**src/rtl/shift_align_lock.sv**
```systemverilog
// shift_align_lock
// ----------------
// Sync-word aligner between the deserialiser lane bank and the frame decoder.
// Hunts every lane for SYNC at any bit offset, verifies it over LOCK_CNT
// sync slots, then streams bit-aligned words from the chosen lane. Lock is
// dropped after LOSS_CNT consecutive sync-slot misses or STALL_MAX idle cycles.
//
// Ports:
//   clk         clock, all logic on posedge
//   rst         asynchronous active-high reset
//   valid_in    per-lane word valid
//   datain      lane i word at [i*W+W-1 : i*W]
//   dataout     aligned word (holds when valid is low)
//   valid       dataout qualifier
//   locked      high while in LOCKED
//   lane_sel    selected lane
//   bit_offset  selected bit offset
//   err_cnt     saturating count of sync-slot misses while LOCKED
//   state_dbg   FSM state: 0 = HUNT, 1 = VERIFY, 2 = LOCKED
//
// Handshake: valid_in[i] qualifies lane i's word for that single cycle and
// there is no backpressure; valid qualifies dataout for exactly one cycle.
module shift_align_lock #(
    parameter int           LANES       = 16,
    parameter int           W           = 16,
    parameter logic [W-1:0] SYNC        = 16'h817E,
    parameter int           SYNC_PERIOD = 1,
    parameter int           LOCK_CNT    = 3,
    parameter int           LOSS_CNT    = 4,
    parameter int           STALL_MAX   = 64
) (
    input  logic                     clk,
    input  logic                     rst,
    input  logic [LANES-1:0]         valid_in,
    input  logic [LANES*W-1:0]       datain,
    output logic [W-1:0]             dataout,
    output logic                     valid,
    output logic                     locked,
    output logic [$clog2(LANES)-1:0] lane_sel,
    output logic [$clog2(W)-1:0]     bit_offset,
    output logic [15:0]              err_cnt,
    output logic [1:0]               state_dbg
);
    localparam int LW = $clog2(LANES);
    localparam int OW = $clog2(W);

    typedef enum logic [1:0] {
        HUNT   = 2'd0,
        VERIFY = 2'd1,
        LOCKED = 2'd2
    } state_t;

    state_t state, state_n;

    logic [W-1:0]     prev [LANES];
    logic [LANES-1:0] hist_ok;
    logic [2*W-1:0]   win  [LANES];

    logic [15:0] match_cnt, match_n;
    logic [15:0] slot, slot_n, slot_adv;
    logic [15:0] miss_cnt, miss_n;
    logic [15:0] stall_cnt, stall_n;
    logic [15:0] err_n;
    logic [W-1:0] dout_n;
    logic         valid_n;
    logic [LW-1:0] sel_n;
    logic [OW-1:0] off_n;

    // Two-word window per lane, previous word in the upper half.
    always_comb begin
        for (int i = 0; i < LANES; i++) begin
            win[i] = {prev[i], datain[i*W +: W]};
        end
    end

    // Hunt scan: descending loops so the last overwrite is the lowest lane,
    // then the lowest offset. Offsets above 0 need a stored previous word.
    logic          hit;
    logic [LW-1:0] hit_lane;
    logic [OW-1:0] hit_off;

    always_comb begin
        hit      = 1'b0;
        hit_lane = '0;
        hit_off  = '0;
        for (int i = LANES - 1; i >= 0; i--) begin
            for (int k = W - 1; k >= 0; k--) begin
                if (valid_in[i] && (k == 0 || hist_ok[i]) && win[i][k +: W] == SYNC) begin
                    hit      = 1'b1;
                    hit_lane = LW'(i);
                    hit_off  = OW'(k);
                end
            end
        end
    end

    logic [2*W-1:0] sel_win;
    logic [W-1:0]   sel_cand;
    logic           sel_valid;
    logic           sync_slot;
    logic           sync_ok;

    assign sel_win   = win[lane_sel];
    assign sel_cand  = sel_win[bit_offset +: W];
    assign sel_valid = valid_in[lane_sel];
    assign sync_slot = (slot == 16'd0);
    assign sync_ok   = (sel_cand == SYNC);
    assign slot_adv  = (slot == 16'(SYNC_PERIOD - 1)) ? 16'd0 : slot + 16'd1;

    always_comb begin
        state_n = state;
        sel_n   = lane_sel;
        off_n   = bit_offset;
        match_n = match_cnt;
        slot_n  = slot;
        miss_n  = miss_cnt;
        stall_n = stall_cnt;
        err_n   = err_cnt;
        dout_n  = dataout;
        valid_n = 1'b0;
        case (state)
            HUNT: begin
                if (hit) begin
                    sel_n   = hit_lane;
                    off_n   = hit_off;
                    match_n = 16'd1;
                    slot_n  = 16'(1 % SYNC_PERIOD);
                    miss_n  = 16'd0;
                    stall_n = 16'd0;
                    state_n = (LOCK_CNT == 1) ? LOCKED : VERIFY;
                end
            end
            VERIFY: begin
                if (sel_valid) begin
                    stall_n = 16'd0;
                    slot_n  = slot_adv;
                    if (sync_slot) begin
                        if (sync_ok) begin
                            match_n = match_cnt + 16'd1;
                            if (match_cnt + 16'd1 == 16'(LOCK_CNT)) begin
                                state_n = LOCKED;
                                miss_n  = 16'd0;
                            end
                        end else begin
                            match_n = 16'd0;
                            state_n = HUNT;
                        end
                    end
                end else if (stall_cnt == 16'(STALL_MAX - 1)) begin
                    stall_n = 16'd0;
                    match_n = 16'd0;
                    state_n = HUNT;
                end else begin
                    stall_n = stall_cnt + 16'd1;
                end
            end
            LOCKED: begin
                // A valid word and a stall expiry cannot coincide, so loss and
                // stall never both fire on one edge.
                if (sel_valid) begin
                    stall_n = 16'd0;
                    slot_n  = slot_adv;
                    dout_n  = sel_cand;
                    valid_n = 1'b1;
                    if (sync_slot) begin
                        if (sync_ok) begin
                            miss_n = 16'd0;
                        end else begin
                            miss_n = miss_cnt + 16'd1;
                            if (err_cnt != 16'hFFFF) begin
                                err_n = err_cnt + 16'd1;
                            end
                            if (miss_cnt + 16'd1 == 16'(LOSS_CNT)) begin
                                miss_n  = 16'd0;
                                match_n = 16'd0;
                                state_n = HUNT;
                            end
                        end
                    end
                end else if (stall_cnt == 16'(STALL_MAX - 1)) begin
                    stall_n = 16'd0;
                    miss_n  = 16'd0;
                    match_n = 16'd0;
                    state_n = HUNT;
                end else begin
                    stall_n = stall_cnt + 16'd1;
                end
            end
            default: state_n = HUNT;
        endcase
    end

    always_ff @(posedge clk or posedge rst) begin
        if (rst) begin
            state <= HUNT;
        end else begin
            state <= state_n;
        end
    end

    always_ff @(posedge clk or posedge rst) begin
        if (rst) begin
            dataout    <= '0;
            valid      <= 1'b0;
            lane_sel   <= '0;
            bit_offset <= '0;
            err_cnt    <= '0;
            match_cnt  <= '0;
            slot       <= '0;
            miss_cnt   <= '0;
            stall_cnt  <= '0;
            hist_ok    <= '0;
            for (int i = 0; i < LANES; i++) begin
                prev[i] <= '0;
            end
        end else begin
            dataout    <= dout_n;
            valid      <= valid_n;
            lane_sel   <= sel_n;
            bit_offset <= off_n;
            err_cnt    <= err_n;
            match_cnt  <= match_n;
            slot       <= slot_n;
            miss_cnt   <= miss_n;
            stall_cnt  <= stall_n;
            for (int i = 0; i < LANES; i++) begin
                if (valid_in[i]) begin
                    prev[i]    <= datain[i*W +: W];
                    hist_ok[i] <= 1'b1;
                end
            end
        end
    end

    assign locked    = (state == LOCKED);
    assign state_dbg = state;

endmodule

```
**config.mk**
```make
export PLATFORM = sky130hd
export DESIGN_NAME = shift_align_lock
export DESIGN_NICKNAME = d
export VERILOG_FILES = /design/src/rtl/shift_align_lock.sv
export SDC_FILE = /design/constraint.sdc
export NUM_CORES = 2
export LEC_CHECK = 0
export CAP_MARGIN = 20
export CORE_ASPECT_RATIO = 1.25
export CORE_MARGIN = 1.5
export CORE_UTILIZATION = 55
export CTS_BUF_LIST = sky130_fd_sc_hd__clkbuf_8
export DETAILED_ROUTE_END_ITERATION = 10
export PLACE_DENSITY = 0.91
export SETUP_SLACK_MARGIN = 0.1
export SYNTH_ARGS = -nofsm -noshare
export SYNTH_HDL_FRONTEND = slang
export SYNTH_SLANG_ARGS = --single-unit
```
**constraint.sdc**
```tcl
create_clock -name clk -period 10.15 [get_ports clk]
set_input_delay 1.015 -clock clk [delete_from_list [all_inputs] [get_ports clk]]
set_output_delay 1.015 -clock clk [all_outputs]
set_load 0.01 [all_outputs]
```
==> run summary <==
status = complete, no violations
Slew Viols, Final = 0
Crit path arrival time = 7.29 ns
die width = 224.3 um
Root Buffer = clkbuf_8
Post-synth EDFFs = 0
Antenna Nets Post-Route = 0
CP startpoint kind = flip-flop
initial DRC count = 5075
worst-path fanout max = 98
register area share after synthesis = 26.98%
Synth Flop Type = dfrtp_1
fin crit period = 6.592 ns
first-pass GRT wire length = 227800 um
ratio of cells with drive above 1 in the final layout = 14.74%
critical setup path kind = flip-flop to flip-flop
Hold Slack = 0.4899 ns
sw frac = 35.95%
Crit path buffers/inverters = 1
clock sinks = 363
Cell variety after synth = 90
fmax = 0.1517 GHz
routed wire length = 154600 um
final worst path period share = 64.95%
total global-route track usage = 48.48%
VDD IR-drop max = 108.1 uV
cell family with most CP delay = simple AND/OR/NAND/NOR gates
final core occ = 63.80%
drc violations = 0
syn_nets = 4041
Starting Density = 55.50%
clock share of power = 34.9%
Final Hold Viols = 0
critical path cell sequence = buf_12, nor2_1, a22oi_1, a21oi_1, or4_1, o22ai_1, nor3_1, nor4_1, o211ai_1, a2111o_1, or3_1, or2_1, or3b_1, nand2_1
Hold WC Path Type = flip-flop to flip-flop
num rows = 101
port bufs = 317
P&R area growth vs syn = 14.95%
Slew HR = 12.96%
final setup violation count = 0
Slew @ Worst Pin = 1.294 ns
Psw = 1601 uW
vias per cell = 7.598
Yosys reg bits = 363
worst skew pair latency = 0.76 ns
die footprint = 0.06272 sq mm
Setup TNS = 0 ns
Seq pwr share = 40.9%
H-Tree Depth = 2
RSZ-0062 raised after global routing = false
detailed-route via count = 36680
antenna violations before repair = 15
Clock transition at path regs = 0.07 ns
Syn Inst Count = 3756
iteration count of the initial detailed-routing pass = 7
max incr delay on CP = 0.96 ns
CTS Buf Count = 61
internal power component = 2852 uW
CP Data Required Time = 10.84 ns
core area = 0.06066 sq mm
RD Place Congestion = 1.115
largest net degree at the start of global routing = 99
Post-synth ARST share = 100.0%
post_cts resized = 0
YS warnings = 0
combinational power share = 24.2%
CTS hold repair buffers = 0
post-DP HPWL = 118100 um
CTS tree = yes
Power Density = 115.1 mW/mm^2
crit end category = flip-flop
postcts setup bufs = 0
critical path's slowest cell = dfrtp_4
P_leak = 0.01394 uW
clock skew = 0.06299 ns
nets = 4287
overall die height = 279.6 um
# IOs = 318
Congestion Overflow GR = 0
Routed wire per std cell = 32.03 um
Post-Syn Area = 0.03367 sq mm
syn avg cell area = 8.964 sq um
number of max-cap violations = 0
vias in the first global route = 35030
maximum root-to-sink buffer count = 3
## worst paths after layout
check | from | to | slack (ns) | cells after the start
worst max register to register | lane_sel[0] | match_cnt[3] | 3.56 | 14
worst max-delay path | lane_sel[0] | match_cnt[3] | 3.56 | 14
worst min-delay path | dataout[4] | dataout[4] | 0.49 | 2
max in group asynchronous | rst | prev[24] | 7.47 | 4
min in group asynchronous | rst | prev[210] | 0.78 | 2
worst min register to register | dataout[4] | dataout[4] | 0.49 | 2
## tightest hold or removal path, stage by stage (launching register included)
cell	delay, ns
dfrtp_1	0.34
nand2_1	0.05
o21ai_0	0.06
## area by class of cell
cell class | count | area [sq um]
well taps | 772 | 965.9
flip-flops and latches | 363 | 9095
inverters | 58 | 221.5
repair buffers | 352 | 3448
multi-input cells | 3166 | 23550
clock buffers | 76 | 1046
diodes | 5 | 12.51
fillers | 5138 | 21960
clock inverters | 36 | 360.3
## cells by family after synthesis
kind of cell	count (synthesis)	share of synthesized area, %
and+or+nand+nor	2098	38.97
xor gates and xnor gates	24	0.6243
buffers and inverters	227	3.144
AOI/OAI and AO/OA	583	11.57
muxes	450	18.30
DFF	363	26.98
adders and majority gates	11	0.4088
## cell usage in the layout (no fill, tap or decap), types with 25 or more instances in the layout
| cell | synthesis | layout |
|---|---|---|
| inv_1 | 57 | 70 |
| mux4_2 | 105 | 105 |
| nor2b_1 | 148 | 148 |
| nor2_1 | 255 | 255 |
| nand4_1 | 160 | 160 |
| o21ai_0 | 131 | 131 |
| and4b_1 | 40 | 40 |
| a31oi_1 | 30 | 30 |
| o22ai_1 | 28 | 28 |
| clkbuf_8 | 0 | 76 |
| a21oi_1 | 106 | 106 |
| nand2b_1 | 69 | 69 |
| dfrtp_1 | 363 | 360 |
| a22oi_1 | 30 | 30 |
| nor4bb_1 | 140 | 140 |
| or3_1 | 45 | 45 |
| buf_4 | 12 | 34 |
| nor3b_1 | 47 | 47 |
| o31ai_1 | 33 | 33 |
| or4b_2 | 25 | 25 |
| or4bb_1 | 25 | 25 |
| nor4b_1 | 36 | 36 |
| and4_1 | 25 | 25 |
| nand3_1 | 142 | 142 |
| or2_2 | 40 | 40 |
| and3b_1 | 39 | 39 |
| nand3b_1 | 46 | 46 |
| nor3_1 | 175 | 175 |
| mux2_2 | 261 | 261 |
| nor4_1 | 121 | 119 |
| and3_1 | 59 | 59 |
| and2_1 | 35 | 35 |
| nand4b_1 | 79 | 79 |
| or4_1 | 42 | 42 |
| clkdlybuf4s50_1 | 0 | 317 |
| mux2i_1 | 82 | 82 |
| nand2_1 | 259 | 259 |
## layer usage
| metal | global-route usage [%] | vias up | part of all wire (%) |
|---|---|---|---|
| met5 | 0 | - | 0.080 |
| met4 | 39.94 | 16 | 10 |
| met3 | 12.82 | 824 | 12 |
| met2 | 73.95 | 2955 | 43 |
| met1 | 57.36 | 17450 | 35 |
| li1 | - | 15440 | - |
## sequential cells by signal, summed over array words and instances, names as in the netlist, 4 cells and up
signal / flops
stall_cnt: 16
err_cnt: 16
slot: 16
match_cnt: 16
miss_cnt: 16
hist_ok: 16
prev: 240
dataout: 16
lane_sel: 4
bit_offset: 4
## synth_stat cells, types with 16 or more instances
cell type / instances / share of area [%]
and3b_1: 39 / 1.0
or3_1: 45 / 0.84
nand3b_1: 46 / 1.0
a2111oi_0: 17 / 0.44
clkbuf_1: 99 / 1.1
nand3_1: 142 / 2.1
nor4bb_1: 140 / 4.2
inv_1: 57 / 0.64
and4_1: 25 / 0.65
and2_1: 35 / 0.65
xnor2_1: 16 / 0.42
and4b_1: 40 / 1.2
nor2b_1: 148 / 2.8
o22ai_1: 28 / 0.52
mux2_2: 261 / 8.7
nand2b_1: 69 / 1.3
or4_1: 42 / 0.94
or2_2: 40 / 0.74
buf_1: 28 / 0.31
nand4_1: 160 / 3.0
o21ai_0: 131 / 1.9
nor4_1: 121 / 2.2
nor3b_1: 47 / 1.0
or4b_2: 25 / 0.74
nand4b_1: 79 / 2.1
mux4_2: 105 / 7.0
or3b_2: 16 / 0.42
nor3_1: 175 / 2.6
a31oi_1: 30 / 0.56
or4bb_1: 25 / 0.84
dfrtp_1: 363 / 27
and3_1: 59 / 1.1
nor4b_1: 36 / 0.94
nand2_1: 259 / 2.9
a22oi_1: 30 / 0.67
nand4bb_1: 22 / 0.74
a21oi_1: 106 / 1.6
nor2_1: 255 / 2.8
mux2i_1: 82 / 2.4
o41ai_1: 21 / 0.55
o31ai_1: 33 / 0.74
## power groups by stage
stage                     Combinational, uW  Clock (uW)  Sequential [uW]
after detailed placement               1030           0             1820
after floorplan                         647           0             1670
after global placement                 1020           0             1820
final                                  1080        1550             1820
after CTS                              1040        1560             1790
after global routing                   1120        1610             1820
## per-stage QoR
| step | instance area (sq um) | setup WS, ns | power (uW) | cells |
|---|---|---|---|---|
| 6_report | 38700 | 3.558 | 4453 | 4828 |
| 5_1_grt | 38690 | 3.231 | 4551 | 4824 |
| 4_1_cts | 38670 | 3.678 | 4386 | 4822 |
| 3_5_place_dp | 37270 | 3.519 | 2851 | 4710 |
| 3_3_place_gp | 37270 | 3.599 | 2842 | 4710 |
| 2_1_floorplan | 33670 | 4.267 | 2318 | 3756 |
Note: power is estimated with default switching activity, not from simulation.
